--- src/rtl/bcd_count_sequencer.sv ---
// Multi-digit BCD counter: CLEAR/LOAD complete in one edge, UP/DOWN ripple one digit per cycle.
// Define BCD_SATURATE_EN to hold the count at the limits instead of wrapping.
module bcd_count_sequencer #(
    parameter int unsigned DIGITS = 4
) (
    input  logic                clk,
    input  logic                reset,
    input  logic                cmd_valid,
    output logic                cmd_ready,
    input  logic [1:0]          cmd_op,
    input  logic [4*DIGITS-1:0] load_value,
    output logic [4*DIGITS-1:0] count,
    output logic                busy,
    output logic                done,
    output logic                wrap
);
    localparam int unsigned IW = (DIGITS > 1) ? $clog2(DIGITS) : 1;
    localparam logic [IW-1:0] LAST = IW'(DIGITS - 1);

    typedef enum logic {IDLE, STEP} state_t;
    typedef enum logic [1:0] {
        OP_CLEAR = 2'b00,
        OP_UP    = 2'b01,
        OP_DOWN  = 2'b10,
        OP_LOAD  = 2'b11
    } op_t;

    state_t              state, state_nx;
    logic [4*DIGITS-1:0] cnt_q, cnt_nx;
    logic [IW-1:0]       idx, idx_nx;
    logic                dir_up, dir_up_nx;
    logic                done_nx, wrap_nx;
    logic [3:0]          cur_digit, new_digit;
    logic                carry;

    // Single shared digit unit, steered by the ripple index.
    always_comb begin
        cur_digit = cnt_q[{idx, 2'b00} +: 4];
        if (dir_up) begin
            carry     = (cur_digit == 4'd9);
            new_digit = carry ? 4'd0 : cur_digit + 4'd1;
        end else begin
            carry     = (cur_digit == 4'd0);
            new_digit = carry ? 4'd9 : cur_digit - 4'd1;
        end
    end

`ifdef BCD_SATURATE_EN
    logic all_nine, all_zero;
    always_comb begin
        all_nine = 1'b1;
        all_zero = 1'b1;
        for (int unsigned d = 0; d < DIGITS; d++) begin
            if (cnt_q[4*d +: 4] != 4'd9) all_nine = 1'b0;
            if (cnt_q[4*d +: 4] != 4'd0) all_zero = 1'b0;
        end
    end
`endif

    always_comb begin
        state_nx  = state;
        cnt_nx    = cnt_q;
        idx_nx    = idx;
        dir_up_nx = dir_up;
        done_nx   = 1'b0;
        wrap_nx   = 1'b0;
        case (state)
            IDLE: begin
                if (cmd_valid) begin
                    case (cmd_op)
                        OP_CLEAR: begin
                            cnt_nx  = '0;
                            done_nx = 1'b1;
                        end
                        OP_LOAD: begin
                            for (int unsigned d = 0; d < DIGITS; d++) begin
                                cnt_nx[4*d +: 4] = (load_value[4*d +: 4] > 4'd9) ? 4'd0
                                                                                 : load_value[4*d +: 4];
                            end
                            done_nx = 1'b1;
                        end
                        default: begin
`ifdef BCD_SATURATE_EN
                            if ((cmd_op == OP_UP && all_nine) || (cmd_op == OP_DOWN && all_zero)) begin
                                done_nx = 1'b1;
                                wrap_nx = 1'b1;
                            end else
`endif
                            begin
                                state_nx  = STEP;
                                idx_nx    = '0;
                                dir_up_nx = (cmd_op == OP_UP);
                            end
                        end
                    endcase
                end
            end
            STEP: begin
                cnt_nx[{idx, 2'b00} +: 4] = new_digit;
                if (!carry || idx == LAST) begin
                    state_nx = IDLE;
                    idx_nx   = '0;
                    done_nx  = 1'b1;
                    wrap_nx  = carry;
                end else begin
                    idx_nx = idx + 1'b1;
                end
            end
            default: state_nx = IDLE;
        endcase
    end

    always_ff @(posedge clk or negedge reset) begin
        if (!reset) begin
            state  <= IDLE;
            cnt_q  <= '0;
            idx    <= '0;
            dir_up <= 1'b0;
            done   <= 1'b0;
            wrap   <= 1'b0;
        end else begin
            state  <= state_nx;
            cnt_q  <= cnt_nx;
            idx    <= idx_nx;
            dir_up <= dir_up_nx;
            done   <= done_nx;
            wrap   <= wrap_nx;
        end
    end

    assign count     = cnt_q;
    assign cmd_ready = (state == IDLE);
    assign busy      = (state == STEP);
endmodule
--- config.mk ---
export PLATFORM = sky130hd
export DESIGN_NAME = bcd_count_sequencer
export DESIGN_NICKNAME = d
export VERILOG_FILES = /design/src/rtl/bcd_count_sequencer.sv
export SDC_FILE = /design/constraint.sdc
export NUM_CORES = 1
export LEC_CHECK = 0
export ABC_AREA = 1
export BUFFER_PORTS_ARGS = -buffer_cell sky130_fd_sc_hd__buf_2
export CORE_ASPECT_RATIO = 0.5
export CORE_MARGIN = 1
export CORE_UTILIZATION = 30
export CTS_CLUSTER_DIAMETER = 50
export CTS_CLUSTER_SIZE = 30
export DETAILED_ROUTE_END_ITERATION = 10
export HOLD_SLACK_MARGIN = 0.03
export SYNTH_ARGS = -nofsm -noshare
export SYNTH_HDL_FRONTEND = slang
export SYNTH_SLANG_ARGS = --single-unit
export TNS_END_PERCENT = 1
--- constraint.sdc ---
create_clock -name clk -period 5.25 [get_ports clk]
set_input_delay 1.05 -clock clk [delete_from_list [all_inputs] [get_ports clk]]
set_output_delay 1.05 -clock clk [all_outputs]
set_load 0.005 [all_outputs]
=== Word-level counts from Yosys, hierarchy flattened ===
Cells that the tools add are included.

* Add/subtract/negate cells: 4
* Order comparisons: 4
* Equal/unequal tests: 7
* Shift operators: 3
* Muxes and demuxes: 26
* Bitwise gates (word level): 2
* Reduce and logical (&&, ||, !) cells: 8

{| class="wikitable"
|+ Operator list
! kind !! count
|-
| 16-bit case mux with 2 select lines || 2
|-
| 4-bit two-way mux || 7
|-
| 16-bit bitwise mux || 1
|-
| 4-bit > comparator (second input constant) || 4
|-
| 16-bit two-way mux || 1
|-
| 4-bit by 6-bit variable shift with 16-bit output (first input constant) || 1
|-
| 16-bit by 5-bit variable part select with 4-bit output || 1
|-
| 4-bit by 6-bit variable part select with 16-bit output || 1
|-
| 1-bit two-way mux || 9
|-
| 2-bit two-way mux || 3
|-
| 4-bit negator with 6-bit output || 1
|-
| 4-bit by 1-bit adder with 4-bit output (second input constant) || 1
|-
| 2-bit equality test (second input constant) || 2
|-
| 4-bit equality test (second input constant) || 1
|-
| 4-bit logical NOT || 1
|-
| 2-bit != test (second input constant) || 2
|-
| 1-bit case mux with 2 select lines || 2
|-
| 2-bit case mux with 2 select lines || 1
|-
| 2-bit AND reduction || 2
|-
| 4-bit by 1-bit subtractor with 4-bit output (second input constant) || 1
|-
| 3-bit by 1-bit != test with 1-bit output (second input constant) || 1
|-
| 3-bit AND reduction || 1
|-
| 2-bit by 1-bit adder with 2-bit output (second input constant) || 1
|-
| 2-bit by 1-bit equality test with 1-bit output (second input constant) || 1
|-
| 5 further kinds || 6
|}

* Register bits: 22
* Input bits: 21
* Logic and storage cells: 60

=== Depth between registers and ports, before layout ===
Gate-level depths: netlist of the first run.

* Depth after elaboration: 7
* Gate-level depth with buffers: 15

=== Worst setup path after synthesis of the first run ===
OpenSTA, ideal clock, no wires.

* Path type: input to register
* From: input port cmd_op[0]
* To: register cnt_q[11], in the netlist count[11]
* Library setup time: 125 ps
* Arrival: 1,930 ps
* Required time: 5,125 ps
* Setup slack: 3,195 ps
* Cell stages on the path: 7
* Path buffers: 0
* Cell sequence: ha_1 -> nor2_1 -> o21ai_0 -> o21ai_0 -> inv_1 -> nor2_1 -> a21oi_1

* Word-level cells in the longest chain between the ends: 4
* Elaborated cells between the ends (all ways): 7
* Those cells by class: 2 x eq/ne; 3 x mux; 2 x reduce/logical

{| class="wikitable"
|+ Ends and longest elaborated chain
! what !! line !! text
|-
| start: declaration || 10 || <nowiki>input logic [1:0] cmd_op,</nowiki>
|-
| 2-bit equality test / 2-bit logical NOT (equally long branches) || 70 || <nowiki>case (cmd_op)</nowiki>
|-
| 16-bit case mux with 2 select lines || 70 ||
|-
| 16-bit two-way mux || 69 || <nowiki>if (cmd_valid) begin</nowiki>
|-
| 16-bit case mux with 2 select lines || 67 || <nowiki>case (state)</nowiki>
|-
| end signal: assignment || 123 || <nowiki>cnt_q <= cnt_nx;</nowiki>
|-
| end: declaration || 29 || <nowiki>logic [4*DIGITS-1:0] cnt_q, cnt_nx;</nowiki>
|}

Parallel ways exist; a longest one is shown, timed or not. The select of a mux whose other input is x is not followed.
A chain may end at the register's enable or synchronous reset.

=== Worst setup path after layout of the first run ===
* From: register idx[0]
* To: register cnt_q[15], in the netlist count[15]

* Word-level cells in the longest chain between the ends: 7
* Elaborated cells between the ends (all ways): 13
* Those cells by class: 3 x add/sub; 1 x eq/ne; 3 x shift; 5 x mux; 1 x reduce/logical

{| class="wikitable"
|+ Ends and longest elaborated chain
! what !! line !! text
|-
| start: declaration || 30 || <nowiki>logic [IW-1:0] idx, idx_nx;</nowiki>
|-
| start signal: assignment || 124 || <nowiki>idx <= idx_nx;</nowiki>
|-
| 16-bit by 5-bit variable part select with 4-bit output || 38 || <nowiki>cur_digit = cnt_q[{idx, 2'b00} +: 4];</nowiki>
|-
| 4-bit by 1-bit subtractor with 4-bit output, or another cell as far along || 44 || <nowiki>new_digit = carry ? 4'd9 : cur_digit - 4'd1;</nowiki>
|-
| 4-bit two-way mux (on tied branches) || 44, 41 ||
|-
| 4-bit two-way mux || 39 || <nowiki>if (dir_up) begin</nowiki>
|-
| 4-bit by 6-bit variable part select with 16-bit output || 99 || <nowiki>cnt_nx[{idx, 2'b00} +: 4] = new_digit;</nowiki>
|-
| 16-bit bitwise mux * || 99 ||
|-
| 16-bit case mux with 2 select lines * || 67 ||
|}

Every way passes the cells marked *; elsewhere a longest branch is shown, timed or not.

==> report_table.html, run 1 <==
<table>
<tr><th>Metric</th><th>Value</th></tr>
<tr><th colspan="2">Outcome</th></tr>
<tr><td>Status</td><td>finished clean</td></tr>
<tr><th colspan="2">Layout</th></tr>
<tr><td>Filler Cell Count</td><td>548</td></tr>
<tr><td>Ant diodes</td><td>0</td></tr>
<tr><td>Sequential standard cell area</td><td>550.5 sq um</td></tr>
<tr><td>Number of nets at the end of the flow</td><td>292</td></tr>
<tr><td>Share of layout cells above drive strength 1</td><td>28.08%</td></tr>
<tr><td>Final Util</td><td>38.26%</td></tr>
<tr><td>Multi-input gate area in the final layout</td><td>987.2 sq um</td></tr>
<tr><td>Synthesis-to-finish area growth</td><td>17.43%</td></tr>
<tr><th colspan="2">Timing</th></tr>
<tr><td>Tightest Pin Transition</td><td>0.6930 ns</td></tr>
<tr><td>Achievable clock frequency</td><td>403.6 MHz</td></tr>
<tr><td>Count of final setup violators</td><td>0</td></tr>
<tr><td>Hold WS</td><td>0.5879 ns</td></tr>
<tr><td>Setup repair after global routing missed its margin</td><td>no</td></tr>
<tr><td>Final max-slew violation count</td><td>0</td></tr>
<tr><td>Share of the cycle needed by the critical path after routing</td><td>47.20%</td></tr>
<tr><td>Clock period minus final worst setup slack</td><td>2.478 ns</td></tr>
<tr><td>Tightest slew margin relative to the limit</td><td>53.80%</td></tr>
<tr><td>Setup TNS Final</td><td>0 ns</td></tr>
<tr><td>Final clock skew</td><td>0.006690 ns</td></tr>
<tr><td>Total count of hold-check failures in the final report</td><td>0</td></tr>
<tr><th colspan="2">Route</th></tr>
<tr><td>Antenna Violating Nets Remaining</td><td>0</td></tr>
<tr><td>Number of detailed-route iterations in the first pass</td><td>5</td></tr>
<tr><td>Violation count after the first detailed-routing iteration</td><td>125</td></tr>
<tr><td>Number of vias per cell after detailed routing</td><td>5.145</td></tr>
<tr><td>Total via count in the routed design</td><td>1698</td></tr>
<tr><td>Detailed-route DRC error count</td><td>0</td></tr>
<tr><td>Total wire length</td><td>4697 um</td></tr>
<tr><td>Post-DR wirelength/cell</td><td>14.23 um</td></tr>
<tr><th colspan="2">Clock tree</th></tr>
<tr><td>Clock sink count</td><td>22</td></tr>
<tr><td>Insertion delay of the later-clocked pin in the worst-skew pair</td><td>0.27 ns</td></tr>
<tr><td>TritonCTS clock tree</td><td>yes</td></tr>
<tr><td>CTS clock-pin slew for the worst setup and hold paths</td><td>0.08 ns</td></tr>
<tr><td>Clock tree root driver cell</td><td>sky130_fd_sc_hd__clkbuf_8</td></tr>
<tr><td>Max H-tree Level</td><td>1</td></tr>
<tr><td>Hold buffers post-CTS</td><td>0</td></tr>
<tr><td>Number of buffers on the longest clock path</td><td>2</td></tr>
<tr><td>Quantity of gates resized following cts</td><td>0</td></tr>
<tr><td># Post-CTS Setup Buffers</td><td>0</td></tr>
<tr><td>Number of clock buffers inserted by TritonCTS</td><td>3</td></tr>
<tr><th colspan="2">Setup path</th></tr>
<tr><td>Required arrival time at the worst endpoint</td><td>5.45 ns</td></tr>
<tr><td>Worst R2R Setup Slack</td><td>2.77 ns</td></tr>
<tr><td>Crit Path Max Fanout</td><td>19</td></tr>
<tr><td>Kind of critical path</td><td>register to register</td></tr>
<tr><td>Data arrival time of the worst path</td><td>2.68 ns</td></tr>
<tr><td>Sort of element at the end of the critical path</td><td>register</td></tr>
<tr><td>Critical path startpoint category</td><td>register</td></tr>
<tr><th colspan="2">Yosys</th></tr>
<tr><td>Commonest register cell after synthesis</td><td>sky130_fd_sc_hd__dfrtp_1</td></tr>
<tr><td>Proportion of synthesized area in mux cells</td><td>0%</td></tr>
<tr><td>Number of synthesized flops with an enable pin</td><td>0</td></tr>
<tr><td>Total nets after synthesis</td><td>253</td></tr>
<tr><td>Most instantiated cells after synthesis</td><td>sky130_fd_sc_hd__nand2_1 (40), sky130_fd_sc_hd__nor2_1 (23), sky130_fd_sc_hd__dfrtp_1 (22), sky130_fd_sc_hd__nand3_1 (21), sky130_fd_sc_hd__inv_1 (16)</td></tr>
<tr><td>Compound-gate portion of the synthesized area</td><td>16.31%</td></tr>
<tr><td>Yosys warnings</td><td>0</td></tr>
<tr><td>Synthesis-stage register bit count</td><td>22</td></tr>
<tr><td>Post-Synth XOR/XNOR Area</td><td>0.5236%</td></tr>
<tr><td>Async S/R FF share, synth</td><td>100.0%</td></tr>
<tr><td>Top-area cell type share of the netlist area</td><td>32.91%</td></tr>
<tr><td>Synth Area per Inst</td><td>7.535 sq um</td></tr>
<tr><td>Post-Synthesis Cell Area</td><td>1673 sq um</td></tr>
<tr><td>Dominant cell type by area after synthesis</td><td>sky130_fd_sc_hd__dfrtp_1</td></tr>
<tr><td>Leading post-synthesis cells by cell area</td><td>sky130_fd_sc_hd__dfrtp_1 (33%), sky130_fd_sc_hd__nand2_1 (9.0%), sky130_fd_sc_hd__ha_1 (7.5%), sky130_fd_sc_hd__nand3_1 (6.3%), sky130_fd_sc_hd__a31oi_1 (5.2%)</td></tr>
<tr><td>Post-Syn Instances</td><td>222</td></tr>
<tr><td>Largest family of logic cells by synthesized area</td><td>simple AND/OR/NAND/NOR gates</td></tr>
<tr><td>Simple-gate share of the synthesized area</td><td>34.70%</td></tr>
<tr><td>Library cells used by synthesis</td><td>29</td></tr>
<tr><td>Fraction of the mapped netlist area in adder cells</td><td>7.479%</td></tr>
<tr><td>Cell with the most instances after synthesis</td><td>sky130_fd_sc_hd__nand2_1</td></tr>
<tr><td>Portion of the post-synthesis area used by sequential elements</td><td>32.91%</td></tr>
<tr><th colspan="2">Place</th></tr>
<tr><td>Final HPWL DP</td><td>3731 um</td></tr>
<tr><td>Weighted congestion reported at the end of routability-driven placement</td><td>0.8810</td></tr>
<tr><td>Port-buffer cells</td><td>40</td></tr>
<tr><th colspan="2">Pwr</th></tr>
<tr><td>Overall power</td><td>1.169 mW</td></tr>
<tr><td>Power density over cell area</td><td>595.3 nW/um^2</td></tr>
<tr><td>IR drop worst, VDD</td><td>0.0001364 V</td></tr>
<tr><td>Leakage power figure</td><td>0.9440 nW</td></tr>
<tr><th colspan="2">Global route</th></tr>
<tr><td>Largest net degree at the start of global routing</td><td>23</td></tr>
<tr><td>Number of global-route vias before repair</td><td>1442</td></tr>
<tr><td>Total routing usage reported by global routing</td><td>16.85%</td></tr>
<tr><td>Wire length of the first global-routing pass</td><td>7369 um</td></tr>
<tr><td>Antenna violations before repair</td><td>0</td></tr>
<tr><td>Residual overflow from global routing</td><td>0</td></tr>
<tr><th colspan="2">Floorplanning</th></tr>
<tr><td>Die outline area</td><td>5897 sq um</td></tr>
<tr><td>Starting density of the core</td><td>32.58%</td></tr>
<tr><td>Number of rows in the core area</td><td>18</td></tr>
<tr><td>Vertical die dimension</td><td>54.80 um</td></tr>
<tr><td>Core Box Area</td><td>5135 sq um</td></tr>
<tr><td>X dimension of the die</td><td>107.6 um</td></tr>
<tr><td>Boundary Pins</td><td>41</td></tr>
<tr><th colspan="2">Min path</th></tr>
<tr><td>HP Class</td><td>register to register</td></tr>
<tr><th colspan="2">Run</th></tr>
<tr><td>Max-cap check violation count</td><td>0</td></tr>
</table>
## layer usage
metal	vias to the layer above	share of wire, %	global-route usage (%)
li1	838	-	-
met1	805	50	24.55
met2	51	44	26.60
met3	4	5.9	2.500
met4	0	0.68	3.425
met5	-	0	0
## kinds of logic after synthesis
family,after synthesis
flops,22
fa+ha+maj,10
simple gates,116
buf+inv,27
compound gates,46
xor+xnor,1
## critical path, stage by stage, from the launching register on
cell,delay [ns]
sky130_fd_sc_hd__dfrtp_1,0.79
sky130_fd_sc_hd__inv_4,0.21
sky130_fd_sc_hd__nand2_2,0.13
sky130_fd_sc_hd__nand3_1,0.10
sky130_fd_sc_hd__nand2_2,0.14
sky130_fd_sc_hd__ha_1,0.23
sky130_fd_sc_hd__nand3_2,0.11
sky130_fd_sc_hd__nand2_2,0.09
sky130_fd_sc_hd__a21oi_1,0.05
sky130_fd_sc_hd__nor2_2,0.24
sky130_fd_sc_hd__nand4_1,0.13
sky130_fd_sc_hd__a21oi_1,0.17
## layout make-up
type                            count  area share (%)
Sequential cell                    22           28.03
Multi-Input combinational cell    173           50.25
Clock buffer                        4           2.803
Timing Repair Buffer               40           10.19
Inverter                           21           4.268
Tap cell                           70           4.459
## stage by stage
stage	area [sq um]	setup slack, ns	instances
floorplan	1673	3.195	222
global placement	1909	2.813	326
detailed placement	1909	2.788	326
CTS	1964	2.799	330
global route	1964	2.553	330
finish	1964	2.772	330
## cell usage in the layout (no fill, tap or decap)
| master | synthesis | layout |
|---|---|---|
| sky130_fd_sc_hd__nand2_1 | 40 | 40 |
| sky130_fd_sc_hd__buf_2 | 2 | 40 |
| sky130_fd_sc_hd__nor2_1 | 23 | 23 |
| sky130_fd_sc_hd__dfrtp_1 | 22 | 22 |
| sky130_fd_sc_hd__nand3_1 | 21 | 21 |
| sky130_fd_sc_hd__inv_1 | 16 | 16 |
| sky130_fd_sc_hd__a31oi_1 | 14 | 14 |
| sky130_fd_sc_hd__a21oi_1 | 13 | 13 |
| sky130_fd_sc_hd__ha_1 | 10 | 10 |
| sky130_fd_sc_hd__o21ai_0 | 9 | 9 |
| sky130_fd_sc_hd__nand2_2 | 8 | 8 |
| sky130_fd_sc_hd__nand3_2 | 7 | 7 |
| sky130_fd_sc_hd__nand4_1 | 7 | 7 |
| sky130_fd_sc_hd__nor2_2 | 4 | 4 |
| sky130_fd_sc_hd__o21ai_1 | 4 | 4 |
| sky130_fd_sc_hd__clkbuf_8 | 0 | 4 |
| sky130_fd_sc_hd__nand2_4 | 3 | 3 |
| sky130_fd_sc_hd__inv_4 | 2 | 2 |
| sky130_fd_sc_hd__inv_2 | 2 | 2 |
| sky130_fd_sc_hd__o21ai_2 | 2 | 2 |
| sky130_fd_sc_hd__nor3_1 | 2 | 2 |
| sky130_fd_sc_hd__a41oi_1 | 2 | 2 |
| sky130_fd_sc_hd__xor2_1 | 1 | 1 |
| sky130_fd_sc_hd__o22ai_2 | 1 | 1 |
| sky130_fd_sc_hd__clkinv_1 | 1 | 1 |
| sky130_fd_sc_hd__nor4_1 | 1 | 1 |
| sky130_fd_sc_hd__o211ai_1 | 1 | 1 |
## worst paths after layout
path | from | cells after the start | end
setup reg to reg | idx[0] | 11 | count[15]
max in group asynchronous | reset | 1 | count[12]
hold / removal | count[6] | 2 | count[6]
min in group asynchronous | reset | 1 | wrap
hold reg to reg | count[6] | 2 | count[6]
setup / recovery | idx[0] | 11 | count[15]
## power breakdown
part / switching, mW / internal [mW] / leakage (nW)
registers: 0.0953 / 0.244 / 0.269
clock network: 0.0592 / 0.0671 / 0.0288
logic: 0.446 / 0.258 / 0.646
total: 0.600 / 0.569 / 0.944
## registers in the layout (all words and copies together), names as in the netlist
register and flops:
wrap 1, idx 2, dir_up 1, busy 1, count 16, done 1
No activity file was read; power rests on OpenSTA's default activity.
==> run 2: changes to the inputs <==
==> constraint.sdc (replaced) <==
create_clock -name clk -period 2.5 [get_ports clk]
set_input_delay 0.5 -clock clk [delete_from_list [all_inputs] [get_ports clk]]
set_output_delay 0.5 -clock clk [all_outputs]
set_load 0.005 [all_outputs]
==> run 2 against run 1 <==
Critical path depth fell by 5; sequential cell count did not move; non-clock buffer count rose by 1; via count fell by 0.18%; worst hold slack got worse by 0.40 ns; power rose by 120%.
==> report_table.html, run 2 (synthesized netlist as in run 1, its figures left out) <==
<table>
<tr><th>Metric</th><th>Value</th></tr>
<tr><th colspan="2">Outcome</th></tr>
<tr><td>Status</td><td>finished clean (unchanged)</td></tr>
<tr><th colspan="2">Clock tree</th></tr>
<tr><td>CTS clock-pin slew for the worst setup and hold paths</td><td>0.09 ns (was 0.08 ns)</td></tr>
<tr><td>Number of clock buffers inserted by TritonCTS</td><td>3 (unchanged)</td></tr>
<tr><td>Max H-tree Level</td><td>1 (unchanged)</td></tr>
<tr><td>Clock sink count</td><td>22 (unchanged)</td></tr>
<tr><td>Hold buffers post-CTS</td><td>0 (unchanged)</td></tr>
<tr><td># Post-CTS Setup Buffers</td><td>0 (unchanged)</td></tr>
<tr><td>Quantity of gates resized following cts</td><td>0 (unchanged)</td></tr>
<tr><td>TritonCTS clock tree</td><td>yes (unchanged)</td></tr>
<tr><td>Clock tree root driver cell</td><td>sky130_fd_sc_hd__clkbuf_8 (unchanged)</td></tr>
<tr><td>Number of buffers on the longest clock path</td><td>2 (unchanged)</td></tr>
<tr><td>Insertion delay of the later-clocked pin in the worst-skew pair</td><td>0.27 ns (about the same)</td></tr>
<tr><th colspan="2">Layout</th></tr>
<tr><td>Synthesis-to-finish area growth</td><td>18.85% (was 17.43%)</td></tr>
<tr><td>Number of nets at the end of the flow</td><td>293 (was 292)</td></tr>
<tr><td>Multi-input gate area in the final layout</td><td>987.2 sq um (unchanged)</td></tr>
<tr><td>Filler Cell Count</td><td>561 (was 548)</td></tr>
<tr><td>Ant diodes</td><td>0 (unchanged)</td></tr>
<tr><td>Sequential standard cell area</td><td>550.5 sq um (unchanged)</td></tr>
<tr><td>Share of layout cells above drive strength 1</td><td>28.35% (was 28.08%)</td></tr>
<tr><td>Most used cells in the layout excluding fill and tap cells</td><td>sky130_fd_sc_hd__nand2_1 (40), sky130_fd_sc_hd__buf_2 (40), sky130_fd_sc_hd__nor2_1 (23) (unchanged)</td></tr>
<tr><td>Number of flip-flops under the largest register name</td><td>16 (unchanged)</td></tr>
<tr><th colspan="2">Place</th></tr>
<tr><td>Weighted congestion reported at the end of routability-driven placement</td><td>0.9177 (was 0.8810)</td></tr>
<tr><td>Port-buffer cells</td><td>40 (unchanged)</td></tr>
<tr><td>Final HPWL DP</td><td>3879 um (was 3731 um)</td></tr>
<tr><td>Post-placement worst setup slack</td><td>0.3655 ns (was 2.788 ns)</td></tr>
<tr><th colspan="2">Pwr</th></tr>
<tr><td>IR drop worst, VDD</td><td>0.0004012 V (was 0.0001364 V)</td></tr>
<tr><td>Power density over cell area</td><td>1275 nW/um^2 (was 595.3 nW/um^2)</td></tr>
<tr><td>Leakage power figure</td><td>0.9562 nW (was 0.9440 nW)</td></tr>
<tr><th colspan="2">Floorplanning</th></tr>
<tr><td>Die outline area</td><td>5897 sq um (unchanged)</td></tr>
<tr><td>Starting density of the core</td><td>32.58% (unchanged)</td></tr>
<tr><td>Core Box Area</td><td>5135 sq um (unchanged)</td></tr>
<tr><td>Number of rows in the core area</td><td>18 (unchanged)</td></tr>
<tr><td>Vertical die dimension</td><td>54.80 um (unchanged)</td></tr>
<tr><td>Boundary Pins</td><td>41 (unchanged)</td></tr>
<tr><td>X dimension of the die</td><td>107.6 um (unchanged)</td></tr>
<tr><th colspan="2">Timing</th></tr>
<tr><td>Setup repair after global routing missed its margin</td><td>no (unchanged)</td></tr>
<tr><td>Achievable clock frequency</td><td>453.6 MHz (was 403.6 MHz)</td></tr>
<tr><td>Tightest slew margin relative to the limit</td><td>57.98% (was 53.80%)</td></tr>
<tr><td>Final max-slew violation count</td><td>0 (unchanged)</td></tr>
<tr><td>Share of the cycle needed by the critical path after routing</td><td>88.18% (was 47.20%)</td></tr>
<tr><td>Count of final setup violators</td><td>0 (unchanged)</td></tr>
<tr><td>Setup TNS Final</td><td>0 ns (unchanged)</td></tr>
<tr><td>Clock period minus final worst setup slack</td><td>2.205 ns (was 2.478 ns)</td></tr>
<tr><td>Final worst setup slack</td><td>0.2954 ns (was 2.772 ns)</td></tr>
<tr><td>Total count of hold-check failures in the final report</td><td>0 (unchanged)</td></tr>
<tr><td>Final clock skew</td><td>0.002460 ns (was 0.006690 ns)</td></tr>
<tr><td>Tightest Pin Transition</td><td>0.6238 ns (was 0.6930 ns)</td></tr>
<tr><th colspan="2">Setup path</th></tr>
<tr><td>Data arrival time of the worst path</td><td>2.40 ns (was 2.68 ns)</td></tr>
<tr><td>Kind of critical path</td><td>register to register (unchanged)</td></tr>
<tr><td>Required arrival time at the worst endpoint</td><td>2.70 ns (was 5.45 ns)</td></tr>
<tr><td>Crit Path Max Fanout</td><td>10 (was 19)</td></tr>
<tr><td>Critical path startpoint category</td><td>register (unchanged)</td></tr>
<tr><td>Sort of element at the end of the critical path</td><td>register (unchanged)</td></tr>
<tr><th colspan="2">Global route</th></tr>
<tr><td>Number of global-route vias before repair</td><td>1539 (was 1442)</td></tr>
<tr><td>Residual overflow from global routing</td><td>0 (unchanged)</td></tr>
<tr><td>Antenna violations before repair</td><td>0 (unchanged)</td></tr>
<tr><td>Wire length of the first global-routing pass</td><td>7514 um (was 7369 um)</td></tr>
<tr><td>Largest net degree at the start of global routing</td><td>23 (unchanged)</td></tr>
<tr><td>Total routing usage reported by global routing</td><td>17.18% (was 16.85%)</td></tr>
<tr><th colspan="2">Route</th></tr>
<tr><td>Violation count after the first detailed-routing iteration</td><td>95 (was 125)</td></tr>
<tr><td>Total via count in the routed design</td><td>1695 (was 1698)</td></tr>
<tr><td>Total wire length</td><td>4777 um (was 4697 um)</td></tr>
<tr><td>Detailed-route DRC error count</td><td>0 (unchanged)</td></tr>
<tr><td>Number of vias per cell after detailed routing</td><td>5.121 (was 5.145)</td></tr>
<tr><td>Post-DR wirelength/cell</td><td>14.43 um (was 14.23 um)</td></tr>
<tr><td>Antenna Violating Nets Remaining</td><td>0 (unchanged)</td></tr>
<tr><td>Number of detailed-route iterations in the first pass</td><td>4 (was 5)</td></tr>
<tr><th colspan="2">Min path</th></tr>
<tr><td>HP Class</td><td>input pin to asynchronous set/reset pin (was register to register)</td></tr>
<tr><th colspan="2">Run</th></tr>
<tr><td>Max-cap check violation count</td><td>0 (unchanged)</td></tr>
</table>
==> run 2: per-layer routing <==
metal | track usage [%] | vias up | wire, um
met5 | 0 | - | 0
li1 | - | 838 | -
met3 | 4.048 | 6 | 277
met1 | 24.64 | 805 | 2395
met4 | 4.338 | 0 | 45
met2 | 25.85 | 46 | 2059
==> run 2: critical path, cell delays in order, from the launching register on <==
cell,delay (ns)
sky130_fd_sc_hd__dfrtp_1,0.54
sky130_fd_sc_hd__inv_2,0.24
sky130_fd_sc_hd__ha_1,0.22
sky130_fd_sc_hd__clkinv_1,0.27
sky130_fd_sc_hd__nor4_1,0.55
sky130_fd_sc_hd__nand3_1,0.15
sky130_fd_sc_hd__a31oi_1,0.15
==> run 2: final timing paths <==
path,from,to,slack [ns],cells after the start
worst max-delay path,idx[1],count[0],0.30,6
worst min-delay path,reset,idx[1],0.19,1
worst max register to register,idx[1],count[0],0.30,6
worst min register to register,count[4],count[4],0.59,2
max in group asynchronous,reset,count[6],1.97,1
min in group clk,load_value[0],count[0],0.50,3
==> run 2: through the flow <==
stage	hold WS, ns	total power [mW]	utilization [%]	std cells	area, sq um
after global placement	0.5006	2.156	37.33	327	1917
final	0.1925	2.535	38.72	331	1988
after CTS	0.2048	2.531	38.72	331	1988
after floorplan	0.2044	1.737	-	222	1673
after detailed placement	0.5023	2.185	37.33	327	1917
after global routing	0.2204	2.757	38.72	331	1988
==> run 2: where the power goes <==
part	switching [mW]	total [mW]	leakage, nW	internal [mW]
logic	0.927	1.48	0.651	0.548
registers	0.206	0.718	0.269	0.513
clock network	0.127	0.341	0.0357	0.214
total	1.26	2.53	0.956	1.27
==> run 2: layout make-up <==
cell class	instances	share of cell area (%)
multi-input cells	173	49.65
flip-flops and latches	22	27.69
repair buffers	41	10.45
well taps	70	4.405
inverters	21	4.216
clock buffers	3	2.077
clock inverters	1	1.510
==> run 3: changes to the inputs <==
==> constraint.sdc (replaced) <==
create_clock -name clk -period 2.52 [get_ports clk]
set_input_delay 0.504 -clock clk [delete_from_list [all_inputs] [get_ports clk]]
set_output_delay 0.504 -clock clk [all_outputs]
set_load 0.005 [all_outputs]
==> run 3 against run 2 <==
Combinational power about the same; non-clock buffer count unchanged; sequential share of layout area up 0.23 points; setup slack better by 0.071 ns; largest cell class unchanged; via count up 1.8%; clock power down 22%; sequential power down 2%; largest power group unchanged; clock-buffer cell count up 1; core utilization down 0.32 points; cell count unchanged; power down 4.2%.
==> report_table.html, run 3 (synthesized netlist as in run 1, its figures left out) <==
<table>
<tr><th>Metric</th><th>Value</th></tr>
<tr><th colspan="2">Place</th></tr>
<tr><td>Port-buffer cells</td><td>40 (unchanged)</td></tr>
<tr><td>Final HPWL DP</td><td>3791 um (was 3879 um)</td></tr>
<tr><td>Weighted congestion reported at the end of routability-driven placement</td><td>0.9228 (was 0.9177)</td></tr>
<tr><td>Post-Place Cells</td><td>327 (unchanged)</td></tr>
<tr><th colspan="2">Floorplanning</th></tr>
<tr><td>Boundary Pins</td><td>41 (unchanged)</td></tr>
<tr><td>Vertical die dimension</td><td>54.80 um (unchanged)</td></tr>
<tr><td>X dimension of the die</td><td>107.6 um (unchanged)</td></tr>
<tr><td>Die outline area</td><td>5897 sq um (unchanged)</td></tr>
<tr><td>Starting density of the core</td><td>32.58% (unchanged)</td></tr>
<tr><td>Number of rows in the core area</td><td>18 (unchanged)</td></tr>
<tr><td>Core Box Area</td><td>5135 sq um (unchanged)</td></tr>
<tr><th colspan="2">Route</th></tr>
<tr><td>Antenna Violating Nets Remaining</td><td>0 (unchanged)</td></tr>
<tr><td>Total via count in the routed design</td><td>1725 (was 1695)</td></tr>
<tr><td>Total wire length</td><td>4702 um (was 4777 um)</td></tr>
<tr><td>Number of vias per cell after detailed routing</td><td>5.211 (was 5.121)</td></tr>
<tr><td>Post-DR wirelength/cell</td><td>14.21 um (was 14.43 um)</td></tr>
<tr><td>Detailed-route DRC error count</td><td>0 (unchanged)</td></tr>
<tr><td>Number of detailed-route iterations in the first pass</td><td>4 (unchanged)</td></tr>
<tr><td>Violation count after the first detailed-routing iteration</td><td>130 (was 95)</td></tr>
<tr><th colspan="2">Global route</th></tr>
<tr><td>Met1 routing resource usage after global routing</td><td>23.48% (was 24.64%)</td></tr>
<tr><td>Total routing usage reported by global routing</td><td>17.06% (was 17.18%)</td></tr>
<tr><td>GR peak layer</td><td>met2 (unchanged)</td></tr>
<tr><td>Wire length of the first global-routing pass</td><td>7507 um (was 7514 um)</td></tr>
<tr><td>GR Util met3</td><td>4.643% (was 4.048%)</td></tr>
<tr><td>Met2 capacity usage during global routing</td><td>25.85% (unchanged)</td></tr>
<tr><td>Residual overflow from global routing</td><td>0 (unchanged)</td></tr>
<tr><td>Largest net degree at the start of global routing</td><td>23 (unchanged)</td></tr>
<tr><td>Antenna violations before repair</td><td>0 (unchanged)</td></tr>
<tr><td>Number of global-route vias before repair</td><td>1526 (was 1539)</td></tr>
<tr><th colspan="2">Setup path</th></tr>
<tr><td>Slowest cell on the critical path</td><td>sky130_fd_sc_hd__nor4_1 (unchanged)</td></tr>
<tr><td>Kind of critical path</td><td>register to register (unchanged)</td></tr>
<tr><td>Data arrival time of the worst path</td><td>2.35 ns (was 2.40 ns)</td></tr>
<tr><td>Required arrival time at the worst endpoint</td><td>2.72 ns (was 2.70 ns)</td></tr>
<tr><td>Crit path max-delay family</td><td>simple AND/OR/NAND/NOR gates (unchanged)</td></tr>
<tr><td>Sort of element at the end of the critical path</td><td>register (unchanged)</td></tr>
<tr><td>Buffers and inverters on the worst path</td><td>2 (unchanged)</td></tr>
<tr><td>Cells along the critical path</td><td>inv_2 -&gt; ha_1 -&gt; clkinv_1 -&gt; nor4_1 -&gt; nand3_1 -&gt; a31oi_1 (unchanged)</td></tr>
<tr><td>Crit Path Max Fanout</td><td>10 (unchanged)</td></tr>
<tr><td>Critical path startpoint category</td><td>register (unchanged)</td></tr>
<tr><td>Slowest cell delay on critical path</td><td>0.54 ns (was 0.55 ns)</td></tr>
<tr><th colspan="2">Pwr</th></tr>
<tr><td>IR drop worst, VDD</td><td>0.0003753 V (was 0.0004012 V)</td></tr>
<tr><td>Switching component of the power</td><td>1.238 mW (was 1.260 mW)</td></tr>
<tr><td>Net switching share of the total power</td><td>50.95% (was 49.71%)</td></tr>
<tr><td>Clock network fraction of total power</td><td>10.9% (was 13.5%)</td></tr>
<tr><td>Pint</td><td>1.191 mW (was 1.275 mW)</td></tr>
<tr><td>Logic pwr share</td><td>60.0% (was 58.2%)</td></tr>
<tr><td>Power density over cell area</td><td>1232 nW/um^2 (was 1275 nW/um^2)</td></tr>
<tr><td>Portion of total power attributed to sequential cells</td><td>29.1% (was 28.3%)</td></tr>
<tr><td>Leakage power figure</td><td>0.9493 nW (was 0.9562 nW)</td></tr>
<tr><th colspan="2">Clock tree</th></tr>
<tr><td>Clock tree root driver cell</td><td>sky130_fd_sc_hd__clkbuf_8 (unchanged)</td></tr>
<tr><td>Number of buffers on the longest clock path</td><td>2 (unchanged)</td></tr>
<tr><td>Hold buffers post-CTS</td><td>0 (unchanged)</td></tr>
<tr><td>Number of clock buffers inserted by TritonCTS</td><td>3 (unchanged)</td></tr>
<tr><td>Insertion delay of the later-clocked pin in the worst-skew pair</td><td>0.27 ns (about the same)</td></tr>
<tr><td>Clock sink count</td><td>22 (unchanged)</td></tr>
<tr><td>Quantity of gates resized following cts</td><td>0 (unchanged)</td></tr>
<tr><td>CTS clock-pin slew for the worst setup and hold paths</td><td>0.09 ns (about the same)</td></tr>
<tr><td>TritonCTS clock tree</td><td>yes (unchanged)</td></tr>
<tr><td># Post-CTS Setup Buffers</td><td>0 (unchanged)</td></tr>
<tr><td>Max H-tree Level</td><td>1 (unchanged)</td></tr>
<tr><th colspan="2">Timing</th></tr>
<tr><td>Tightest Pin Transition</td><td>0.6292 ns (was 0.6238 ns)</td></tr>
<tr><td>Count of final setup violators</td><td>0 (unchanged)</td></tr>
<tr><td>Share of the cycle needed by the critical path after routing</td><td>85.47% (was 88.18%)</td></tr>
<tr><td>Final clock skew</td><td>0.005123 ns (was 0.002460 ns)</td></tr>
<tr><td>Total count of hold-check failures in the final report</td><td>0 (unchanged)</td></tr>
<tr><td>Hold WS</td><td>0.1979 ns (was 0.1925 ns)</td></tr>
<tr><td>Tightest slew margin relative to the limit</td><td>57.61% (was 57.98%)</td></tr>
<tr><td>Setup TNS Final</td><td>0 ns (unchanged)</td></tr>
<tr><td>Clock period minus final worst setup slack</td><td>2.154 ns (was 2.205 ns)</td></tr>
<tr><td>Achievable clock frequency</td><td>464.3 MHz (was 453.6 MHz)</td></tr>
<tr><td>Setup repair after global routing missed its margin</td><td>no (unchanged)</td></tr>
<tr><td>Final max-slew violation count</td><td>0 (unchanged)</td></tr>
<tr><th colspan="2">Layout</th></tr>
<tr><td>Final Util</td><td>38.40% (was 38.72%)</td></tr>
<tr><td>Multi-input gate area in the final layout</td><td>987.2 sq um (unchanged)</td></tr>
<tr><td>Share of layout cells above drive strength 1</td><td>28.35% (unchanged)</td></tr>
<tr><td>Sequential standard cell area</td><td>550.5 sq um (unchanged)</td></tr>
<tr><td>Filler Cell Count</td><td>555 (was 561)</td></tr>
<tr><td>Synthesis-to-finish area growth</td><td>17.88% (was 18.85%)</td></tr>
<tr><td>Ant diodes</td><td>0 (unchanged)</td></tr>
<tr><td>Most used cells in the layout excluding fill and tap cells</td><td>sky130_fd_sc_hd__nand2_1 (40), sky130_fd_sc_hd__buf_2 (40), sky130_fd_sc_hd__nor2_1 (23) (unchanged)</td></tr>
<tr><td>Final instance count without filler cells</td><td>331 (unchanged)</td></tr>
<tr><td>Number of flip-flops under the largest register name</td><td>16 (unchanged)</td></tr>
<tr><td>Number of nets at the end of the flow</td><td>293 (unchanged)</td></tr>
<tr><th colspan="2">Outcome</th></tr>
<tr><td>Status</td><td>finished clean (unchanged)</td></tr>
<tr><th colspan="2">Run</th></tr>
<tr><td>Max-cap check violation count</td><td>0 (unchanged)</td></tr>
<tr><th colspan="2">Min path</th></tr>
<tr><td>HP Class</td><td>input pin to asynchronous set/reset pin (unchanged)</td></tr>
</table>
run 3: power groups by stage:
stage          Combinational [mW]  Clock (mW)  Sequential (mW)
2_1_floorplan                1.07           0            0.652
3_3_place_gp                 1.43           0            0.711
3_5_place_dp                 1.44           0            0.714
4_1_cts                      1.45       0.271            0.706
5_1_grt                      1.62       0.287            0.733
6_report                     1.46       0.265            0.707
run 3: final cells by class:
type | count | share of cell area, %
multi-input cells | 173 | 50.06
flip-flops and latches | 22 | 27.92
repair buffers | 41 | 10.53
well taps | 70 | 4.442
inverters | 21 | 4.251
clock buffers | 4 | 2.792
run 3: metrics by stage:
stage	power [mW]	instance area [sq um]	setup slack (ns)
finish	2.429	1972	0.3661
global route	2.644	1972	0.1626
CTS	2.423	1972	0.3702
detailed placement	2.155	1917	0.3975
global placement	2.139	1917	0.3812
floorplan	1.723	1673	0.6979
run 3: worst paths after layout:
check	to	cells after the start	start	slack, ns
max	count[0]	6	idx[1]	0.37
min	count[3]	1	reset	0.20
max reg2reg	count[0]	6	idx[1]	0.37
min reg2reg	count[5]	2	count[5]	0.59
max in group asynchronous	count[14]	1	reset	1.98
min in group clk	count[0]	3	load_value[0]	0.52
run 3: per-layer routing:
layer / vias to the layer above / routed length, um
li1: 841 / -
met3: 10 / 362
met1: 808 / 2253
met2: 66 / 2010
met4: 0 / 75
met5: - / 0
